$ cat src/rtl/inst_rr_scheduler.sv
// Round-robin owner of a single exclusive resource slot shared by N_REQ instances.
// A grant is held until done at the granted index or until the watchdog revokes it.
module inst_rr_scheduler #(
    parameter int N_REQ   = 15,
    parameter int ID_W    = 4,
    parameter int TIMEOUT = 255
) (
    input  logic             clk,
    input  logic             rst,
    input  logic [N_REQ-1:0] req,
    input  logic [N_REQ-1:0] done,
    output logic [N_REQ-1:0] grant,
    output logic [ID_W-1:0]  grant_id,
    output logic             busy,
    output logic             timeout_pulse,
    output logic             timeout_sticky,
    output logic [ID_W-1:0]  timeout_id
);

    // Handshake: a requester holds req until granted; the slot stays owned
    // until done[grant_id] is seen or the watchdog expires, whichever first.
    localparam logic [0:0]       IDLE      = 1'b0;
    localparam logic [0:0]       BUSY      = 1'b1;
    localparam logic [N_REQ-1:0] ONE_HOT_0 = N_REQ'(1);
    localparam logic [ID_W:0]    N_EXT     = (ID_W + 1)'(N_REQ);
    localparam logic [ID_W-1:0]  LAST_ID   = ID_W'(N_REQ - 1);
    localparam logic [15:0]      WDOG_LAST = 16'(TIMEOUT - 1);

    logic [0:0]      state_q;
    logic [ID_W-1:0] ptr_q;
    logic [15:0]     wdog_q;

    logic            found;
    logic [ID_W-1:0] win_id;
    logic [ID_W:0]   idx;
    logic            done_hit;
    logic            expire;
    logic [ID_W-1:0] next_ptr;

    // Rotating priority search; one extra bit keeps ptr+i from overflowing
    // before it is folded back modulo N_REQ.
    always_comb begin
        found  = 1'b0;
        win_id = '0;
        idx    = '0;
        for (int i = 0; i < N_REQ; i++) begin
            idx = {1'b0, ptr_q} + (ID_W + 1)'(i);
            if (idx >= N_EXT) begin
                idx = idx - N_EXT;
            end
            if (!found && req[idx[ID_W-1:0]]) begin
                found  = 1'b1;
                win_id = idx[ID_W-1:0];
            end
        end
    end

    assign done_hit = done[grant_id];
    assign expire   = (wdog_q == WDOG_LAST);
    assign next_ptr = (grant_id == LAST_ID) ? '0 : grant_id + 1'b1;

    always_ff @(posedge clk or posedge rst) begin
        if (rst) begin
            state_q        <= IDLE;
            ptr_q          <= '0;
            wdog_q         <= '0;
            grant          <= '0;
            grant_id       <= '0;
            busy           <= 1'b0;
            timeout_pulse  <= 1'b0;
            timeout_sticky <= 1'b0;
            timeout_id     <= '0;
        end else begin
            timeout_pulse <= 1'b0;
            case (state_q)
                IDLE: begin
                    if (found) begin
                        grant    <= ONE_HOT_0 << win_id;
                        grant_id <= win_id;
                        busy     <= 1'b1;
                        wdog_q   <= '0;
                        state_q  <= BUSY;
                    end
                end
                BUSY: begin
                    if (done_hit || expire) begin
                        grant   <= '0;
                        busy    <= 1'b0;
                        state_q <= IDLE;
                        ptr_q   <= next_ptr;
                        // done in the expiry cycle is a normal release, not a timeout
                        if (!done_hit) begin
                            timeout_pulse  <= 1'b1;
                            timeout_sticky <= 1'b1;
                            timeout_id     <= grant_id;
                        end
                    end else begin
                        wdog_q <= wdog_q + 16'd1;
                    end
                end
                default: begin
                    state_q <= IDLE;
                end
            endcase
        end
    end

endmodule
$ cat config.mk
export PLATFORM = sky130hd
export DESIGN_NAME = inst_rr_scheduler
export DESIGN_NICKNAME = d
export VERILOG_FILES = /design/src/rtl/inst_rr_scheduler.sv
export SDC_FILE = /design/constraint.sdc
export NUM_CORES = 1
export LEC_CHECK = 0
export ABC_CLOCK_PERIOD_IN_PS = 7000
export CAP_MARGIN = 0
export CORE_MARGIN = 8
export CORE_UTILIZATION = 40
export DETAILED_ROUTE_END_ITERATION = 16
export PLACE_DENSITY = 0.58
export RECOVER_POWER = 50
export SYNTH_ARGS = -nofsm -noshare
export SYNTH_HDL_FRONTEND = slang
export SYNTH_SLANG_ARGS = --single-unit
$ cat constraint.sdc
create_clock -name clk -period 7 [get_ports clk]
set_input_delay 1.4 -clock clk [delete_from_list [all_inputs] [get_ports clk]]
set_output_delay 1.4 -clock clk [all_outputs]
set_load 0.01 [all_outputs]
; Word level (Yosys, flattened, before mapping)
; Index checks and enable logic that the tools add are counted.
[word_totals]
regBits = 47
in_bits = 32
wordCells = 206
[op_classes]
add_sub_neg = 31
order_cmp = 31
eq_ne = 5
shifts = 1
n_mux = 93
n_bitwise = 2
n_reduce_logical = 34
[ops]
columns = cell, n
row1 = $mux W4, 31
row2 = $lt A4 B5 Y1 const B, 16
row3 = $ge A5 B4 Y1 const B, 14
row4 = $bmux W1 S4, 16
row5 = $sub A4 B4 Y4 const B, 15
row6 = $mux W1, 38
row7 = $add A4 B4 Y5 const B, 7
row8 = $mux W16, 2
row9 = $pmux W16 S2, 1
row10 = $mux W15, 2
row11 = $pmux W15 S2, 1
row12 = $add A4 B3 Y5 const B, 4
row13 = $add A16 B1 Y16 const B, 1
row14 = $eq A16 B8 Y1 const B, 1
row15 = $shl A1 B4 Y15 const A, 1
row16 = $logic_and A1 B1 Y1, 14
row17 = $logic_not A1 Y1, 14
row18 = $add A4 B2 Y5 const B, 2
row19 = $reduce_and A2 Y1, 4
row20 = $add A4 B1 Y5 const B, 1
row21 = $add A4 B1 Y4 const B, 1
row22 = $eq A4 B4 Y1 const B, 1
row23 = $ge A4 B4 Y1 const B, 1
row24 = $ne A2 B2 Y1 const B, 2
row25 = other kinds (5), 7

; Logic depth before layout (Yosys ltp)
; Gate-level depths: netlist (run 1).
[depth]
ltp_word = 50
ltp_mapped = 24

; Worst setup path after synthesis (run 1)
; OpenSTA, ideal clock, no wires.
[synth_timing]
path_type = reg-to-reg
startpoint = register ptr_q[0]
endpoint = register grant[0]
setup_time_ns = 0.096
arrival_time_ns = 5.253
t_required_ns = 6.904
path_slack_ns = 1.651
path_stages_with_launch = 21
cell_sequence = dfrtp_1 buf_2 buf_2 inv_2 buf_2 buf_2 buf_1 ha_1 or4_1 o2111ai_2 a21o_1 mux4_2 a221oi_1 a31o_2 clkbuf_1 a311oi_1 a211oi_1 o211ai_1 a221oi_1 o21ai_0 o31ai_1
[synth_between]
elab_chain_len = 50
word_cells_on_any_way = 152
[synth_rtl]
columns = element, line_no
row1 = "start, declared", 30  ; logic [ID_W-1:0] ptr_q;
row2 = "start signal, assigned", 90  ; ptr_q <= next_ptr;
row3 = "parallel branches: the longest is 50 deep, another holds $add A4 B1 Y5", -
row4 = "end signal, assigned", 78  ; grant <= ONE_HOT_0 << win_id;
row5 = "end, declared", 12  ; output logic [N_REQ-1:0] grant,
; Parallel ways; which one is timed is not known. The select of a mux whose other input is x is not followed.
; A chain may end at the register's enable or synchronous reset.

; Worst setup path in the final report (run 1)
[layout_timing]
startpoint = register ptr_q[2]
endpoint = register grant[7]
; The elaborated chain is that of the path after synthesis.

==> out/results.tsv, run 1 <==
metric	value	unit
DRT Pass-1 Iters	9	
Max FO, Critical Path	12	
CP startpoint	ptr_q[2]$_DFFE_PP0P_	
H-tree Lvls	2	
number of vias per cell	7.19	
worst slew pin tran	1.81	ns
Yosys top cell area share	0.127	
clock root buffer	clkbuf_16	
CP Data Required Time	7.20	ns
antenna cells	0	
reg2reg setup slack	0.82	ns
Residual DRC	0	
# setup viols final	0	
R2R Path End	grant[7]$_DFFE_PP0P_	
first-pass GRT wire length	62900	um
Ports	58	
post-layout util	0.451	
Die Ht	168	um
clk buf depth	2	
fmax	162	MHz
GP Congestion	1.02	
largest net degree at the start of global routing	49	
RR Startpoint	ptr_q[2]$_DFFE_PP0P_	
fin crit share	0.883	
layout cells sized above 1	0.101	
Die ar.	0.0283	mm2
Synth async-reset ratio	1.00	
PostCTS Resize Cnt	0	
Global Route Usage Sum	0.280	
most common flop cell mapped by yosys	dfrtp_1	
clk slew on worst S/H paths	0.06	ns
Die W	168	um
Port Buffers	57	
FF+latch count, synth	47	
antenna violations before repair	3	
hold_buf cts	0	
synth warn	0	
count leader, synth	nand2_1	
Clock Sinks	47	
Initial Util	0.408	
Final Hold Fails	0	
failing checks	capacitance limit, slew limit	
area grow syn2layout	10.5	%
cell taking the most area after synthesis	dfrtp_1	
Routed WL per cell	26.5	um
crit path time final	6.18	ns
core area	0.0227	mm2
number of core rows	55	
via count	11200	
startpoint types	register	
final max-slew violation count	48	
Mapped Cells	1274	
final WL	41100	um
Worst Clk Skew	0.00316	ns
Max Cap Violations	1	
nets	1317	
Initial DRC Count	1556	
crit path DAT	6.37	ns
setup TNS	0	ns
Setup Buffers After CTS	0	
number of flops mapped to enable cells by yosys	0	
Syn Nets	1323	
Crit Path Category	register to register	
Antenna Violating Nets Remaining	0	
Skew-Pair Late Insertion Delay	0.29	ns
Yosys cell types	94	
path category of the worst min-delay check	register to register	
run status	finished with violations	
Syn Area/Cell	7.28	um2
CP Capture Type	register	
Slew headroom	-0.210	
RSZ-0062 raised after global routing	false	
sequential fraction of the synthesis area	0.127	
CTS tree	built	
DP HPWL	30100	um
CP endpoint	grant[7]$_DFFE_PP0P_	
cts bufs inserted	5	
Cell Area, Synth	0.00927	mm2
top cells by area, synth	dfrtp_1 13%, mux2i_1 6.3%, nand2_1 5.1%	
R2R depth	15	
top post-synthesis cells by count	127 x nand2_1, 84 x nor2_1, 82 x a21oi_1	
number of global-route vias before repair	10300	
Congestion Overflow GR	0	
cells in the final DEF, fill, tap and decap left out, drive strengths merged, types with 21 or more instances in the layout:
master and count:
o31ai 22, nor2 84, buf 47, a21oi 83, nand2b 23, nand2 127
a211oi 30, o21ai 76, inv 21, nand3 43, nand4 27, mux2i 58
o211ai 35, clkdlybuf4s50 42, dfrtp 47, nor3 32, xnor2 30
worst max-delay path: stages (launching register included):
cell	delay, ns
dfrtp_1	0.34
clkinv_1	0.60
ha_1	0.49
buf_4	0.19
a21oi_1	0.79
a21oi_1	0.18
xnor2_1	0.50
mux2i_1	0.15
a22oi_1	0.42
o211a_1	0.37
nand4_4	0.23
nor4b_4	0.59
nand3_2	0.11
and4_1	0.24
or3_1	0.55
o31ai_1	0.29
cell type report:
| cell class | count | area [um2] |
|---|---|---|
| clock buffer | 7 | 133 |
| clock inverter | 1 | 5.00 |
| fill | 2308 | 12500 |
| inverter | 24 | 90.1 |
| multi-input combinational | 1086 | 7540 |
| sequential | 47 | 1180 |
| tap | 285 | 357 |
| timing repair buffer | 104 | 936 |
routing by layer:
layer,vias to the layer above,track usage,routed length [um]
met4,6,0.131,2150
met5,-,0,41
met1,5314,0.384,17400
li1,4939,-,-
met2,735,0.419,17300
met3,172,0.0496,4210
logic make-up (layout without fill, tap and decap cells):
kind of cell               count (synthesis)  after routing  synth area share
buffers and inverters                    141            136            0.0606
xor gates and xnor gates                  49             49            0.0479
AOI/OAI and AO/OA                        472            472             0.367
DFF                                       47             47             0.127
adders and majority gates                 17             17            0.0229
and+or+nand+nor                          459            459             0.255
muxes                                     89             89             0.120
sequential cells by signal, summed over array words and instances, names as in the netlist:
signal	flops
timeout_id	4
grant	15
busy	1
timeout_sticky	1
ptr_q	4
timeout_pulse	1
grant_id	4
state_q	1
wdog_q	16
stage by stage:
stage | hold WS [ns] | std cells | area [um2] | setup slack [ns]
after floorplan | 0.497 | 1274 | 9270 | 1.65
after global placement | 0.455 | 1546 | 10100 | 1.02
after detailed placement | 0.460 | 1546 | 10100 | 0.898
after CTS | 0.479 | 1554 | 10200 | 1.09
after global routing | 0.479 | 1554 | 10200 | 0.612
final | 0.469 | 1554 | 10200 | 0.822
how the worst min path moves through the flow:
stage / startpoint / endpoint / slack, ns / cells past startpoint
floorplan: wdog_q[4]$_DFFE_PP0P_ / wdog_q[4]$_DFFE_PP0P_ / 0.50 / 2
global placement: timeout_sticky$_DFFE_PP0P_ / timeout_sticky$_DFFE_PP0P_ / 0.45 / 1
detailed placement: timeout_sticky$_DFFE_PP0P_ / timeout_sticky$_DFFE_PP0P_ / 0.46 / 1
CTS: timeout_sticky$_DFFE_PP0P_ / timeout_sticky$_DFFE_PP0P_ / 0.48 / 1
global route: timeout_sticky$_DFFE_PP0P_ / timeout_sticky$_DFFE_PP0P_ / 0.48 / 1
finish: timeout_sticky$_DFFE_PP0P_ / timeout_sticky$_DFFE_PP0P_ / 0.47 / 1
Power of run 1 is not shown: default switching activity piles up to over one toggle a cycle in this logic, so the estimate is an artifact.
==> run 2: changes to the inputs <==
Settings changed: SLEW_MARGIN set to 20.
==> out/results.tsv, run 2 (synthesis gave the netlist of run 1 again) <==
metric	value	unit	change
run status	finished with violations		
failing checks	capacitance limit, slew limit		
final WL	41200	um	+0.14%
WHS Endpoint	timeout_sticky$_DFFE_PP0P_		
PostCTS Resize Cnt	0		unchanged
core area	0.0227	mm2	unchanged
Routed WL per cell	26.5	um	+0.14%
first-pass GRT wire length	62900	um	unchanged
path category of the worst min-delay check	register to register		
H-tree Lvls	2		unchanged
CTS tree	built		
area grow syn2layout	10.5	%	about the same
worst hold slack	0.469	ns	-0.0000110 ns
DP HPWL	30100	um	unchanged
Crit Path Category	register to register		
Final Hold Fails	0		unchanged
crit path time final	6.18	ns	+0.00512 ns
number of global-route vias before repair	10300		unchanged
clock root buffer	clkbuf_16		
fin crit share	0.883		about the same
Clock Sinks	47		unchanged
Max Cap Violations	1		unchanged
number of vias per cell	7.14		-0.56%
antenna violations before repair	3		unchanged
R2R Path End	grant[5]$_DFFE_PP0P_		
cts bufs inserted	5		unchanged
Die W	168	um	unchanged
fillcell total	2305		-0.13%
Slew headroom	-0.414		-0.204
layout cells sized above 1	0.102		+0.00158
nets	1317		unchanged
FF/Latch Area	0.00118	mm2	unchanged
crit path DAT	6.38	ns	about the same
Hold Path Stages	1		unchanged
clk buf depth	2		unchanged
largest net degree at the start of global routing	49		unchanged
DRT Pass-1 Iters	6		-3
Ports	58		unchanged
Antenna Violating Nets Remaining	0		unchanged
Port Buffers	57		unchanged
Setup Buffers After CTS	0		unchanged
clk slew on worst S/H paths	0.06	ns	about the same
GP Congestion	1.02		unchanged
Worst Clk Skew	0.00309	ns	-0.0000612 ns
Multi-input gate area	0.00754	mm2	about the same
Congestion Overflow GR	0		unchanged
number of core rows	55		unchanged
antenna cells	0		unchanged
most flop-heavy register	wdog_q		
Top cell by count, worst path	a21oi_1		
via count	11100		-0.56%
Skew-Pair Late Insertion Delay	0.29	ns	about the same
CP cell instances	clkinv_1 -> ha_1 -> buf_4 -> a21oi_1 -> a21oi_1 -> xnor2_1 -> mux2i_1 -> a22oi_1 -> o211a_1 -> nand4_4 -> nor4b_4 -> nand3_2 -> and4_1 -> or3_1 -> o31ai_1		
RR Startpoint	ptr_q[2]$_DFFE_PP0P_		
Top Registers	wdog_q x16, grant x15		
# setup viols final	0		unchanged
Max FO, Critical Path	12		unchanged
CP Capture Type	register		
Global Route Usage Sum	0.280		unchanged
Initial Util	0.408		unchanged
post-layout util	0.451		about the same
R2R depth	15		unchanged
Die Ht	168	um	unchanged
most frequent cells in the layout	127 x nand2_1, 84 x nor2_1, 81 x a21oi_1		
setup TNS	0	ns	unchanged
CP Data Required Time	7.20	ns	about the same
Residual DRC	0		unchanged
fmax	162	MHz	about the same
worst slew pin tran	2.11	ns	+0.297 ns
hold_buf cts	0		unchanged
reg2reg setup slack	0.82	ns	about the same
Initial DRC Count	1575		+1.2%
Die ar.	0.0283	mm2	unchanged
RSZ-0062 raised after global routing	false		
CP max stage delay	0.78	ns	about the same
hold_sp	timeout_sticky$_DFFE_PP0P_		
CP max-delay cell	a21oi_1		
startpoint types	register		
final max-slew violation count	48		unchanged
most common cell after layout, fill and taps aside	nand2_1		
max reg flops	16		unchanged
run 2: worst max-delay path by stage:
stage | from | to | slack [ns]
2_1_floorplan | ptr_q[0]$_DFFE_PP0P_ | grant[0]$_DFFE_PP0P_ | 1.65
3_3_place_gp | req[13] | grant[0]$_DFFE_PP0P_ | 1.02
3_5_place_dp | req[13] | grant[4]$_DFFE_PP0P_ | 0.90
4_1_cts | ptr_q[2]$_DFFE_PP0P_ | grant[5]$_DFFE_PP0P_ | 1.09
5_1_grt | ptr_q[2]$_DFFE_PP0P_ | grant_id[1]$_DFFE_PP0P_ | 0.61
6_report | ptr_q[2]$_DFFE_PP0P_ | grant[5]$_DFFE_PP0P_ | 0.82
run 2: routing by layer:
metal	GRT usage	up-vias	routed length, um
met1	0.384	5267	17600
met3	0.0496	148	4190
met5	0	-	41
met2	0.419	740	17400
li1	-	4942	-
met4	0.131	6	1980
run 2: metrics by stage:
stage	instances	cell area, um2	setup WS (ns)
3_5_place_dp	1546	10100	0.898
2_1_floorplan	1274	9270	1.65
5_1_grt	1554	10200	0.609
3_3_place_gp	1546	10100	1.02
6_report	1554	10200	0.817
4_1_cts	1554	10200	1.09
run 2: critical path, delay by kind of cell, from the launching register on:
kind | cells | cell delay [ns]
and+or+nand+nor | 5 | 1.71
AOI/OAI and AO/OA | 5 | 2.05
DFF | 1 | 0.34
xor gates and xnor gates | 1 | 0.51
buffers and inverters | 2 | 0.79
muxes | 1 | 0.16
adders and majority gates | 1 | 0.49
run 2: area by class of cell:
| type | instances | area share |
|---|---|---|
| Clock inverter | 1 | 0.000488 |
| Multi-Input combinational cell | 1086 | 0.736 |
| Sequential cell | 47 | 0.115 |
| Inverter | 24 | 0.00891 |
| Tap cell | 285 | 0.0348 |
| Clock buffer | 7 | 0.0129 |
| Timing Repair Buffer | 104 | 0.0913 |
Power of run 2 is left out for the same reason.
==> run 3: changes to the inputs <==
Settings changed: ABC_AREA set to 0, CAP_MARGIN 0 to 30.
==> out/results.tsv, run 3 (synthesis gave the netlist of run 1 again) <==
metric	value	unit	change
run status	complete, no violations		
crit path time final	6.12	ns	-0.0622 ns
cts bufs inserted	5		unchanged
fmax	163	MHz	+1.0%
PnR worst setup slack	0.880	ns	+0.0622 ns
Max FO, Critical Path	12		unchanged
largest net degree at the start of global routing	49		unchanged
most flop-heavy register	wdog_q		
Crit Path Category	register to register		
Global Route Usage Sum	0.283		+0.00240
CP cell instances	clkinv_1 -> ha_1 -> buf_4 -> a21oi_1 -> a21oi_1 -> xnor2_1 -> mux2i_1 -> a22oi_1 -> o211a_1 -> nand4_4 -> nor4b_4 -> nand3_2 -> and4_1 -> or3_1 -> o31ai_1		
Congestion Overflow GR	0		unchanged
Die ar.	0.0283	mm2	unchanged
Worst Clk Skew	0.00615	ns	+0.00305 ns
clk slew on worst S/H paths	0.07	ns	about the same
RR Startpoint	ptr_q[2]$_DFFE_PP0P_		
nets	1319		+0.15%
crit path DAT	6.32	ns	-0.06 ns
Initial Util	0.408		unchanged
area grow syn2layout	11.0	%	
Die Ht	168	um	unchanged
first-pass GRT wire length	63200	um	+0.45%
core area	0.0227	mm2	unchanged
Final Hold Fails	0		unchanged
clock root buffer	clkbuf_16		
number of core rows	55		unchanged
CP Data Required Time	7.20	ns	about the same
fin crit share	0.874		-0.00889
DP HPWL	30200	um	+0.58%
startpoint types	register		
CTS tree	built		
Slew headroom	0.108		+0.522
Post-DP Area	0.0101	mm2	+0.27%
Clock Sinks	47		unchanged
Die W	168	um	unchanged
Hold Path Stages	1		unchanged
clk buf depth	2		unchanged
CP max stage delay	0.78	ns	about the same
Antenna Violating Nets Remaining	0		unchanged
R2R Path End	grant[5]$_DFFE_PP0P_		
hold_buf cts	0		unchanged
antenna violations before repair	1		-2
DRT Pass-1 Iters	7		+1
worst hold slack	0.469	ns	+0.000228 ns
number of vias per cell	7.14		about the same
Top Registers	wdog_q x16, grant x15		
Skew-Pair Late Insertion Delay	0.30	ns	about the same
H-tree Lvls	2		unchanged
Ports	58		unchanged
Post-Place Setup Slack	0.900	ns	+0.00251 ns
number of global-route vias before repair	10400		+0.86%
via count	11100		+0.15%
Port Buffers	57		unchanged
final WL	41200	um	about the same
Design Area, Final	0.0103	mm2	+0.39%
CP max-delay cell	a21oi_1		
Initial DRC Count	1614		+2.5%
GP Congestion	1.02		unchanged
Routed WL per cell	26.5	um	-0.15%
RSZ-0062 raised after global routing	false		
most common cell after layout, fill and taps aside	nand2_1		
setup TNS	0	ns	unchanged
final max-slew violation count	0		-100%
PostCTS Resize Cnt	0		unchanged
max reg flops	16		unchanged
Top cell by count, worst path	a21oi_1		
path category of the worst min-delay check	register to register		
Max Cap Violations	0		-1
R2R depth	15		unchanged
most frequent cells in the layout	127 x nand2_1, 84 x nor2_1, 82 x a21oi_1		
worst slew pin tran	1.34	ns	-0.771 ns
# setup viols final	0		unchanged
Setup Buffers After CTS	0		unchanged
Residual DRC	0		unchanged
CP endpoint	grant[5]$_DFFE_PP0P_		
reg2reg setup slack	0.88	ns	+0.06 ns
CP startpoint	ptr_q[2]$_DFFE_PP0P_		
layout cells sized above 1	0.103		+0.000626
CP Capture Type	register		
-- run 3: cell count changes in the layout (fill, tap and decap cells not counted), sizes merged --
cell      previous run  this run
clkinv               4         5
inv                 20        21
diode                0         1
bufinv               0         1
clkinvlp             1         0
clkbuf               7         6
buf                 47        48
-- run 3: layout make-up --
cell class                      count  area (um2)
Clock inverter                      3        43.8
Fill cell                        2313       12400
Sequential cell                    47        1180
Inverter                           24        90.1
Clock buffer                        5         125
Multi-Input combinational cell   1086        7540
Timing Repair Buffer              106         947
Tap cell                          285         357
Antenna cell                        1        2.50
-- run 3: worst min-delay path by stage --
stage,startpoint,endpoint,slack (ns)
after floorplan,wdog_q[4]$_DFFE_PP0P_,wdog_q[4]$_DFFE_PP0P_,0.50
after global placement,timeout_sticky$_DFFE_PP0P_,timeout_sticky$_DFFE_PP0P_,0.45
after detailed placement,timeout_sticky$_DFFE_PP0P_,timeout_sticky$_DFFE_PP0P_,0.46
after CTS,timeout_sticky$_DFFE_PP0P_,timeout_sticky$_DFFE_PP0P_,0.48
after global routing,timeout_sticky$_DFFE_PP0P_,timeout_sticky$_DFFE_PP0P_,0.48
final,timeout_sticky$_DFFE_PP0P_,timeout_sticky$_DFFE_PP0P_,0.47
-- run 3: worst max-delay path: cells and delay by family, from the launching register on --
| kind | cells | cell delay [ns] |
|---|---|---|
| compound gates | 5 | 2.04 |
| simple gates | 5 | 1.74 |
| buf+inv | 2 | 0.76 |
| xor+xnor | 1 | 0.50 |
| fa+ha+maj | 1 | 0.47 |
| flops | 1 | 0.35 |
| mux | 1 | 0.15 |
-- run 3: through the flow --
stage          utilization  instances
2_1_floorplan            -       1274
3_3_place_gp         0.445       1546
3_5_place_dp         0.446       1548
4_1_cts              0.454       1556
5_1_grt              0.453       1556
6_report             0.453       1557
-- run 3: metal layers --
metal,up-vias,GRT usage,part of all wire
li1,4940,-,-
met1,5277,0.381,0.43
met2,748,0.417,0.41
met3,153,0.0634,0.10
met4,2,0.140,0.053
met5,-,0,0.00032
Power of run 3 is left out for the same reason.
